File: src/rtl/dma_read_engine_if.sv
// AXI4 read-channel bundle (AR + R) between the DMA read engine and memory.
// The master modport is the engine side, the slave modport the memory side.
interface dma_read_engine_if #(
    parameter int ADDR_WIDTH = 32,
    parameter int DATA_WIDTH = 32
);
    logic [ADDR_WIDTH-1:0] araddr;
    logic [7:0]            arlen;
    logic [2:0]            arsize;
    logic [1:0]            arburst;
    logic [3:0]            arcache;
    logic [2:0]            arprot;
    logic                  arvalid;
    logic                  arready;
    logic [DATA_WIDTH-1:0] rdata;
    logic [1:0]            rresp;
    logic                  rlast;
    logic                  rvalid;
    logic                  rready;

    modport master (
        output araddr, arlen, arsize, arburst, arcache, arprot,
        output arvalid, rready,
        input  arready, rdata, rresp, rlast, rvalid
    );

    modport slave (
        input  araddr, arlen, arsize, arburst, arcache, arprot,
        input  arvalid, rready,
        output arready, rdata, rresp, rlast, rvalid
    );
endinterface

File: src/rtl/dma_read_engine.sv
// AXI4 read DMA: fetches a linear buffer into the ingress FIFO using
// INCR bursts that stay inside 4 KB pages and never exceed 256 beats.
module dma_read_engine #(
    parameter int ADDR_WIDTH = 32,
    parameter int DATA_WIDTH = 32
) (
    input  logic                  clk,
    input  logic                  rst_n,
    input  logic                  i_start,
    input  logic [ADDR_WIDTH-1:0] i_base_addr,
    input  logic [31:0]           i_total_len,
    output logic                  o_done,
    output logic                  o_error,
    output logic [DATA_WIDTH-1:0] o_fifo_wdata,
    output logic                  o_fifo_wen,
    input  logic                  i_fifo_full,
    dma_read_engine_if.master     m_axi
);

    typedef enum logic [2:0] {
        S_IDLE,
        S_CALC,
        S_ADDR,
        S_DATA,
        S_DONE
    } state_t;

    state_t                r_state;
    logic                  r_done;
    logic                  r_error;
    logic                  r_arvalid;
    logic [ADDR_WIDTH-1:0] r_araddr;
    logic [7:0]            r_arlen;
    logic [ADDR_WIDTH-1:0] r_cur_addr;
    logic [31:0]           r_remaining;
    logic [31:0]           r_burst_bytes;
    logic [7:0]            r_beat_cnt;
    logic                  r_burst_err;

    logic [31:0] w_len_t;
    logic [12:0] w_dist;
    logic [31:0] w_min_rd;
    logic [31:0] w_bytes;
    logic        w_rready;
    logic        w_beat;
    logic        w_last;
    logic        w_resp_err;
    logic        w_last_err;

    assign w_len_t  = i_total_len & ~32'd3;
    assign w_dist   = 13'h1000 - {1'b0, r_cur_addr[11:0]};
    assign w_min_rd = (r_remaining < {19'd0, w_dist}) ?
                      r_remaining : {19'd0, w_dist};
    assign w_bytes  = (w_min_rd < 32'd1024) ? w_min_rd : 32'd1024;

    // R backpressure is combinational so a full FIFO stalls the same cycle
    assign w_rready   = (r_state == S_DATA) && !i_fifo_full;
    assign w_beat     = m_axi.rvalid && w_rready;
    assign w_last     = (r_beat_cnt == r_arlen);
    assign w_resp_err = (m_axi.rresp != 2'b00);
    assign w_last_err = (m_axi.rlast != w_last);

    assign m_axi.araddr  = r_araddr;
    assign m_axi.arlen   = r_arlen;
    assign m_axi.arsize  = 3'b010;
    assign m_axi.arburst = 2'b01;
    assign m_axi.arcache = 4'b0011;
    assign m_axi.arprot  = 3'b000;
    assign m_axi.arvalid = r_arvalid;
    assign m_axi.rready  = w_rready;

    assign o_done       = r_done;
    assign o_error      = r_error;
    assign o_fifo_wen   = w_beat;
    assign o_fifo_wdata = m_axi.rdata;

    always_ff @(posedge clk or negedge rst_n) begin
        if (!rst_n) begin
            r_state       <= S_IDLE;
            r_done        <= 1'b0;
            r_error       <= 1'b0;
            r_arvalid     <= 1'b0;
            r_araddr      <= '0;
            r_arlen       <= '0;
            r_cur_addr    <= '0;
            r_remaining   <= '0;
            r_burst_bytes <= '0;
            r_beat_cnt    <= '0;
            r_burst_err   <= 1'b0;
        end else begin
            r_done <= 1'b0;
            unique case (r_state)
                S_IDLE: begin
                    if (i_start) begin
                        r_error <= 1'b0;
                        if (i_base_addr[2:0] != 3'b000) begin
                            r_error <= 1'b1;
                            r_done  <= 1'b1;
                            r_state <= S_DONE;
                        end else if (w_len_t == 32'd0) begin
                            r_done  <= 1'b1;
                            r_state <= S_DONE;
                        end else begin
                            r_cur_addr  <= i_base_addr;
                            r_remaining <= w_len_t;
                            r_state     <= S_CALC;
                        end
                    end
                end
                S_CALC: begin
                    r_burst_bytes <= w_bytes;
                    r_arlen       <= 8'((w_bytes >> 2) - 32'd1);
                    r_araddr      <= r_cur_addr;
                    r_beat_cnt    <= '0;
                    r_burst_err   <= 1'b0;
                    r_arvalid     <= 1'b1;
                    r_state       <= S_ADDR;
                end
                S_ADDR: begin
                    if (m_axi.arready) begin
                        r_arvalid <= 1'b0;
                        r_state   <= S_DATA;
                    end
                end
                S_DATA: begin
                    if (w_beat) begin
                        r_beat_cnt <= r_beat_cnt + 8'd1;
                        if (w_resp_err || w_last_err) begin
                            r_error     <= 1'b1;
                            r_burst_err <= 1'b1;
                        end
                        // Termination follows the beat count, not rlast
                        if (w_last) begin
                            r_cur_addr  <= r_cur_addr + ADDR_WIDTH'(r_burst_bytes);
                            r_remaining <= r_remaining - r_burst_bytes;
                            if (r_remaining == r_burst_bytes || r_burst_err ||
                                w_resp_err || w_last_err) begin
                                r_done  <= 1'b1;
                                r_state <= S_DONE;
                            end else begin
                                r_state <= S_CALC;
                            end
                        end
                    end
                end
                S_DONE: begin
                    r_state <= S_IDLE;
                end
                default: begin
                    r_state <= S_IDLE;
                end
            endcase
        end
    end

endmodule
File: src/flat_wrapper.sv
// flat-port wrapper written by rule: the top's interface ports become plain ports
module dma_read_engine_flat 
#(
    parameter int ADDR_WIDTH = 32,
    parameter int DATA_WIDTH = 32
)
  (clk, rst_n, i_start, i_base_addr, i_total_len, o_done, o_error, o_fifo_wdata, o_fifo_wen, i_fifo_full, m_axi_araddr, m_axi_arlen, m_axi_arsize, m_axi_arburst, m_axi_arcache, m_axi_arprot, m_axi_arvalid, m_axi_rready, m_axi_arready, m_axi_rdata, m_axi_rresp, m_axi_rlast, m_axi_rvalid);
  dma_read_engine_if #(.ADDR_WIDTH(ADDR_WIDTH), .DATA_WIDTH(DATA_WIDTH)) m_axi_i ();
  input  logic clk;
  input  logic rst_n;
  input  logic i_start;
  input  logic [ADDR_WIDTH-1:0] i_base_addr;
  input  logic [31:0] i_total_len;
  output logic o_done;
  output logic o_error;
  output logic [DATA_WIDTH-1:0] o_fifo_wdata;
  output logic o_fifo_wen;
  input  logic i_fifo_full;
  output wire logic [$bits(m_axi_i.araddr)-1:0] m_axi_araddr;
  output wire logic [$bits(m_axi_i.arlen)-1:0] m_axi_arlen;
  output wire logic [$bits(m_axi_i.arsize)-1:0] m_axi_arsize;
  output wire logic [$bits(m_axi_i.arburst)-1:0] m_axi_arburst;
  output wire logic [$bits(m_axi_i.arcache)-1:0] m_axi_arcache;
  output wire logic [$bits(m_axi_i.arprot)-1:0] m_axi_arprot;
  output wire logic [$bits(m_axi_i.arvalid)-1:0] m_axi_arvalid;
  output wire logic [$bits(m_axi_i.rready)-1:0] m_axi_rready;
  input wire logic [$bits(m_axi_i.arready)-1:0] m_axi_arready;
  input wire logic [$bits(m_axi_i.rdata)-1:0] m_axi_rdata;
  input wire logic [$bits(m_axi_i.rresp)-1:0] m_axi_rresp;
  input wire logic [$bits(m_axi_i.rlast)-1:0] m_axi_rlast;
  input wire logic [$bits(m_axi_i.rvalid)-1:0] m_axi_rvalid;
  assign m_axi_araddr = m_axi_i.araddr;
  assign m_axi_arlen = m_axi_i.arlen;
  assign m_axi_arsize = m_axi_i.arsize;
  assign m_axi_arburst = m_axi_i.arburst;
  assign m_axi_arcache = m_axi_i.arcache;
  assign m_axi_arprot = m_axi_i.arprot;
  assign m_axi_arvalid = m_axi_i.arvalid;
  assign m_axi_rready = m_axi_i.rready;
  assign m_axi_i.arready = m_axi_arready;
  assign m_axi_i.rdata = m_axi_rdata;
  assign m_axi_i.rresp = m_axi_rresp;
  assign m_axi_i.rlast = m_axi_rlast;
  assign m_axi_i.rvalid = m_axi_rvalid;
  dma_read_engine #(.ADDR_WIDTH(ADDR_WIDTH), .DATA_WIDTH(DATA_WIDTH)) u_core (.clk(clk), .rst_n(rst_n), .i_start(i_start), .i_base_addr(i_base_addr), .i_total_len(i_total_len), .o_done(o_done), .o_error(o_error), .o_fifo_wdata(o_fifo_wdata), .o_fifo_wen(o_fifo_wen), .i_fifo_full(i_fifo_full), .m_axi(m_axi_i));
endmodule
File: config.mk
export PLATFORM = sky130hd
export DESIGN_NAME = dma_read_engine_flat
export DESIGN_NICKNAME = d
export VERILOG_FILES = /design/src/rtl/dma_read_engine_if.sv /design/src/rtl/dma_read_engine.sv /design/src/flat_wrapper.sv
export SDC_FILE = /design/constraint.sdc
export NUM_CORES = 1
export LEC_CHECK = 0
export CORE_MARGIN = 2
export CORE_UTILIZATION = 40
export DETAILED_ROUTE_END_ITERATION = 6
export PLACE_DENSITY = 0.62
export SETUP_SLACK_MARGIN = 0.02
export SYNTH_ARGS = -nofsm -noshare
export SYNTH_HDL_FRONTEND = slang
export SYNTH_SLANG_ARGS = --single-unit
File: constraint.sdc
create_clock -name clk -period 4.9 [get_ports clk]
set_input_delay 0.98 -clock clk [delete_from_list [all_inputs] [get_ports clk]]
set_output_delay 0.98 -clock clk [all_outputs]
set_load 0.1 [all_outputs]
==> run metrics <==
Design Area, Final roughly 13000 µm²; Initial Utilization 41.0%; H-tree lvl count 4; Seq/Total Area, Yosys about a third; grt ovf 0; DR WL met2 14700 µm; CTS tree yes; clock slew at reported path FFs 0.07 ns; CP Capture Type flip-flop; Distinct cells, synth 73; Setup-failing EPs final 0; Core Rows a little under 60; Worst Setup SP u_core.r_cur_addr[0]; vias in the first global route about 9400; gr usage total 23.0%; share of layout cells above drive strength 1 5.36%; wire per inst between 15 and 20 µm; antenna cell count 0; CP max-delay cell or4_1; setup_tns 0 ns; post-synthesis compound-gate area fraction between 10% and 20%; Port Buffers roughly 120; Top Metal Used met4; worst-margin pin slew roughly 1 ns; routed wire length about 32000 µm; detailed placement HPWL 23100 µm; Most used DFF post-synth dfrtp_1; post-synthesis mux area share around 1.6%; total core area 26200 µm²; Post-Synth XOR/XNOR Area under 10%; CP required 5.19 ns; Clock Tree Buf Depth 2; Area Overhead vs Synth 18.1%; RR Startpoint u_core.r_cur_addr[0]; Hold Worst Slack 0.473 ns; VDD IR max ~0.26 mV; PwrDens between 600 and 700 nW/µm²; CP Cell Sequence or4_1, or3_1, nor4_1, xor2_1, ha_1, nand4b_1, or4_1, a21oi_2, nor4_4, nor2_4, mux2_2, nand2_1, ha_1, nand3_1, a32oi_1, o21ai_0; Worst Path Max Fanout 7; FMAX approximately 0.22 GHz; LEAKAGE a little over 6 nW; final worst path period need around 4.5 ns; RSZ-0062 raised after global routing no; initial DRC count roughly 700; DR vias/cell 5.52; Critical Path Start Type flip-flop; dpl cell area 12000 µm²; via count about 9600; RD Place Congestion 0.880; crit path buf inv count 0; synthesized instance count approximately 1300; Util after Layout around 48%; first-pass GRT wire length 51300 µm; fin. max-slew vios 0; metal3 WL 1430 µm; critical path class reg -> reg; synthesized flop and latch total approximately 150; clock sink count about 150; combinational family with the most area after synthesis simple AND/OR/NAND/NOR gates; Die Ht ~170 µm; antenna violations before repair 0; Clock Skews between 0.015 and 0.02 ns; R2R Setup Slk approximately 0.38 ns; Antenna Violating Nets Remaining 0; drt pass-1 iters 5; Hold Crit Class reg -> reg; Power, Total between 8 and 9 mW; die area around 28000 µm²; Post-Synth Adder-Cell Area about a tenth; critical path's top delay family simple AND/OR/NAND/NOR gates; number of remaining DRC errors 0; Yosys warning count 0; FILL cells approximately 2600; run status complete, no violations; Mapped Avg Cell Area ~8.1 µm²; Async SR Flop Fraction 100%; hold_sp u_core.m_axi.araddr[8]; Fin. Hold Viols 0; # IOs about 190; Final period util approximately 90%; reg-to-reg endpoint u_core.m_axi.arlen[4]; CP Capture Point u_core.m_axi.arlen[4]; reg2reg path depth 16; Worst path max stage delay ~0.55 ns; number of synthesized flops with an enable pin 0; Synth Area in Simple Gates 21.3%; WP depth 16; Mapped Area about 11000 µm²; die span in x between 150 and 200 µm; max-cap violations 0; Layout Nets around 1600; Skew-Pair Late Insertion Delay ~0.43 ns; crit path DAT between 4 and 5 ns; CTS Buf Count 17; Slew headroom roughly 34%; pin count of the biggest net entering global routing 98; Root Driver clkbuf_16; Metal-1 WL ~15000 µm
-- flip-flops by register name, summed over array words and instances (netlist names) --
signal and cells:
u_core.m_axi.araddr 32, u_core.m_axi.arlen 8, u_core.m_axi.arvalid 1, u_core.o_done 1, u_core.o_error 1, u_core.r_beat_cnt 8
u_core.r_burst_bytes 32, u_core.r_burst_err 1, u_core.r_cur_addr 32, u_core.r_remaining 32, u_core.r_state 3
-- timing repair --
action,4_1_cts,5_1_grt
setup buffers,0,3
setup endpoints to repair,0,2
hold buffers,0,0
resized for setup,0,0
hold endpoints to repair,0,0
-- synth_stat cells (all sizes together), types with 10 or more instances --
library cell | instances | area share (%)
nand2 | 229 | 8.0
dfrtp | 151 | 35
nor2 | 117 | 4.2
a21oi | 103 | 4.8
o21ai | 87 | 4.1
ha | 77 | 9.0
buf | 59 | 3.7
inv | 53 | 1.9
xnor2 | 39 | 3.2
clkbuf | 38 | 1.3
xor2 | 35 | 2.9
nand3 | 31 | 1.5
a21o | 30 | 2.1
nor3 | 29 | 1.4
a31oi | 28 | 1.6
nor4 | 19 | 1.2
and3 | 18 | 1.0
nand4 | 18 | 1.0
o21a | 17 | 1.2
mux2i | 13 | 1.2
nand2b | 10 | 0.58
-- how the worst min path moves through the flow --
stage,end,slack (ns),depth (start not counted)
after global placement,u_core.m_axi.araddr[3],0.46,2
after detailed placement,u_core.m_axi.araddr[8],0.46,2
final,u_core.m_axi.araddr[8],0.47,2
after CTS,u_core.m_axi.araddr[8],0.48,2
after floorplan,u_core.r_burst_err,0.45,1
after global routing,u_core.m_axi.araddr[14],0.51,2
-- worst register-to-register path: stages (launching register included) --
cell and delay [ns]:
dfrtp_1 0.44, or4_1 0.54, or3_1 0.41, nor4_1 0.25, xor2_1 0.17, ha_1 0.34
nand4b_1 0.14, or4_1 0.56, a21oi_2 0.16, nor4_4 0.08, nor2_4 0.21, mux2_2 0.36
nand2_1 0.09, ha_1 0.27, nand3_1 0.10, a32oi_1 0.17, o21ai_0 0.09
-- metrics by stage --
step                setup slack (ns)  instances
floorplan                      0.358       1330
global placement               0.364       1699
detailed placement             0.329       1699
CTS                            0.278       1731
global route                  0.0931       1734
finish                         0.379       1734
-- where the power goes --
part	internal [mW]	total (mW)	switching (mW)
registers	1.59	2.00	0.407
logic	1.87	4.98	3.11
clock network	0.976	1.55	0.578
total	4.44	8.54	4.10
-- layer usage --
layer  GRT usage, %  vias to the layer above
li1               -                     4719
met1           31.9                     4572
met2           37.4                      243
met3           3.74                       35
met4           6.09                        0
met5              0                        -
-- kinds of logic (layout without fill, tap and decap cells) --
kind of cell    after synthesis  in the layout
mux                          16             16
compound gates              339            339
other cells                   2             12
flops                       151            151
fa+ha+maj                    79             79
buf+inv                     150            219
xor+xnor                     74             74
simple gates                509            509
-- layout by cell type, fill, tap and decap left out, types with 19 or more instances in the layout --
cell type	n
ha_1	77
nand2_1	228
o21ai_0	83
a21o_1	30
nor3_1	29
xnor2_1	39
xor2_1	35
nand3_1	30
nor2_1	115
dfrtp_1	151
clkdlybuf4s50_1	112
buf_4	19
inv_1	53
a21oi_1	102
a31oi_1	28
-- layout make-up --
class	count	area, µm²	share of cell area [%]
Inverter	53	199	1.57
Clock inverter	14	244	1.92
Tap cell	335	419	3.31
Sequential cell	151	3780	29.8
Timing Repair Buffer	134	1320	10.4
Multi-Input combinational cell	1029	6280	49.6
Clock buffer	18	439	3.46
Note: power is estimated with default switching activity, not from simulation.
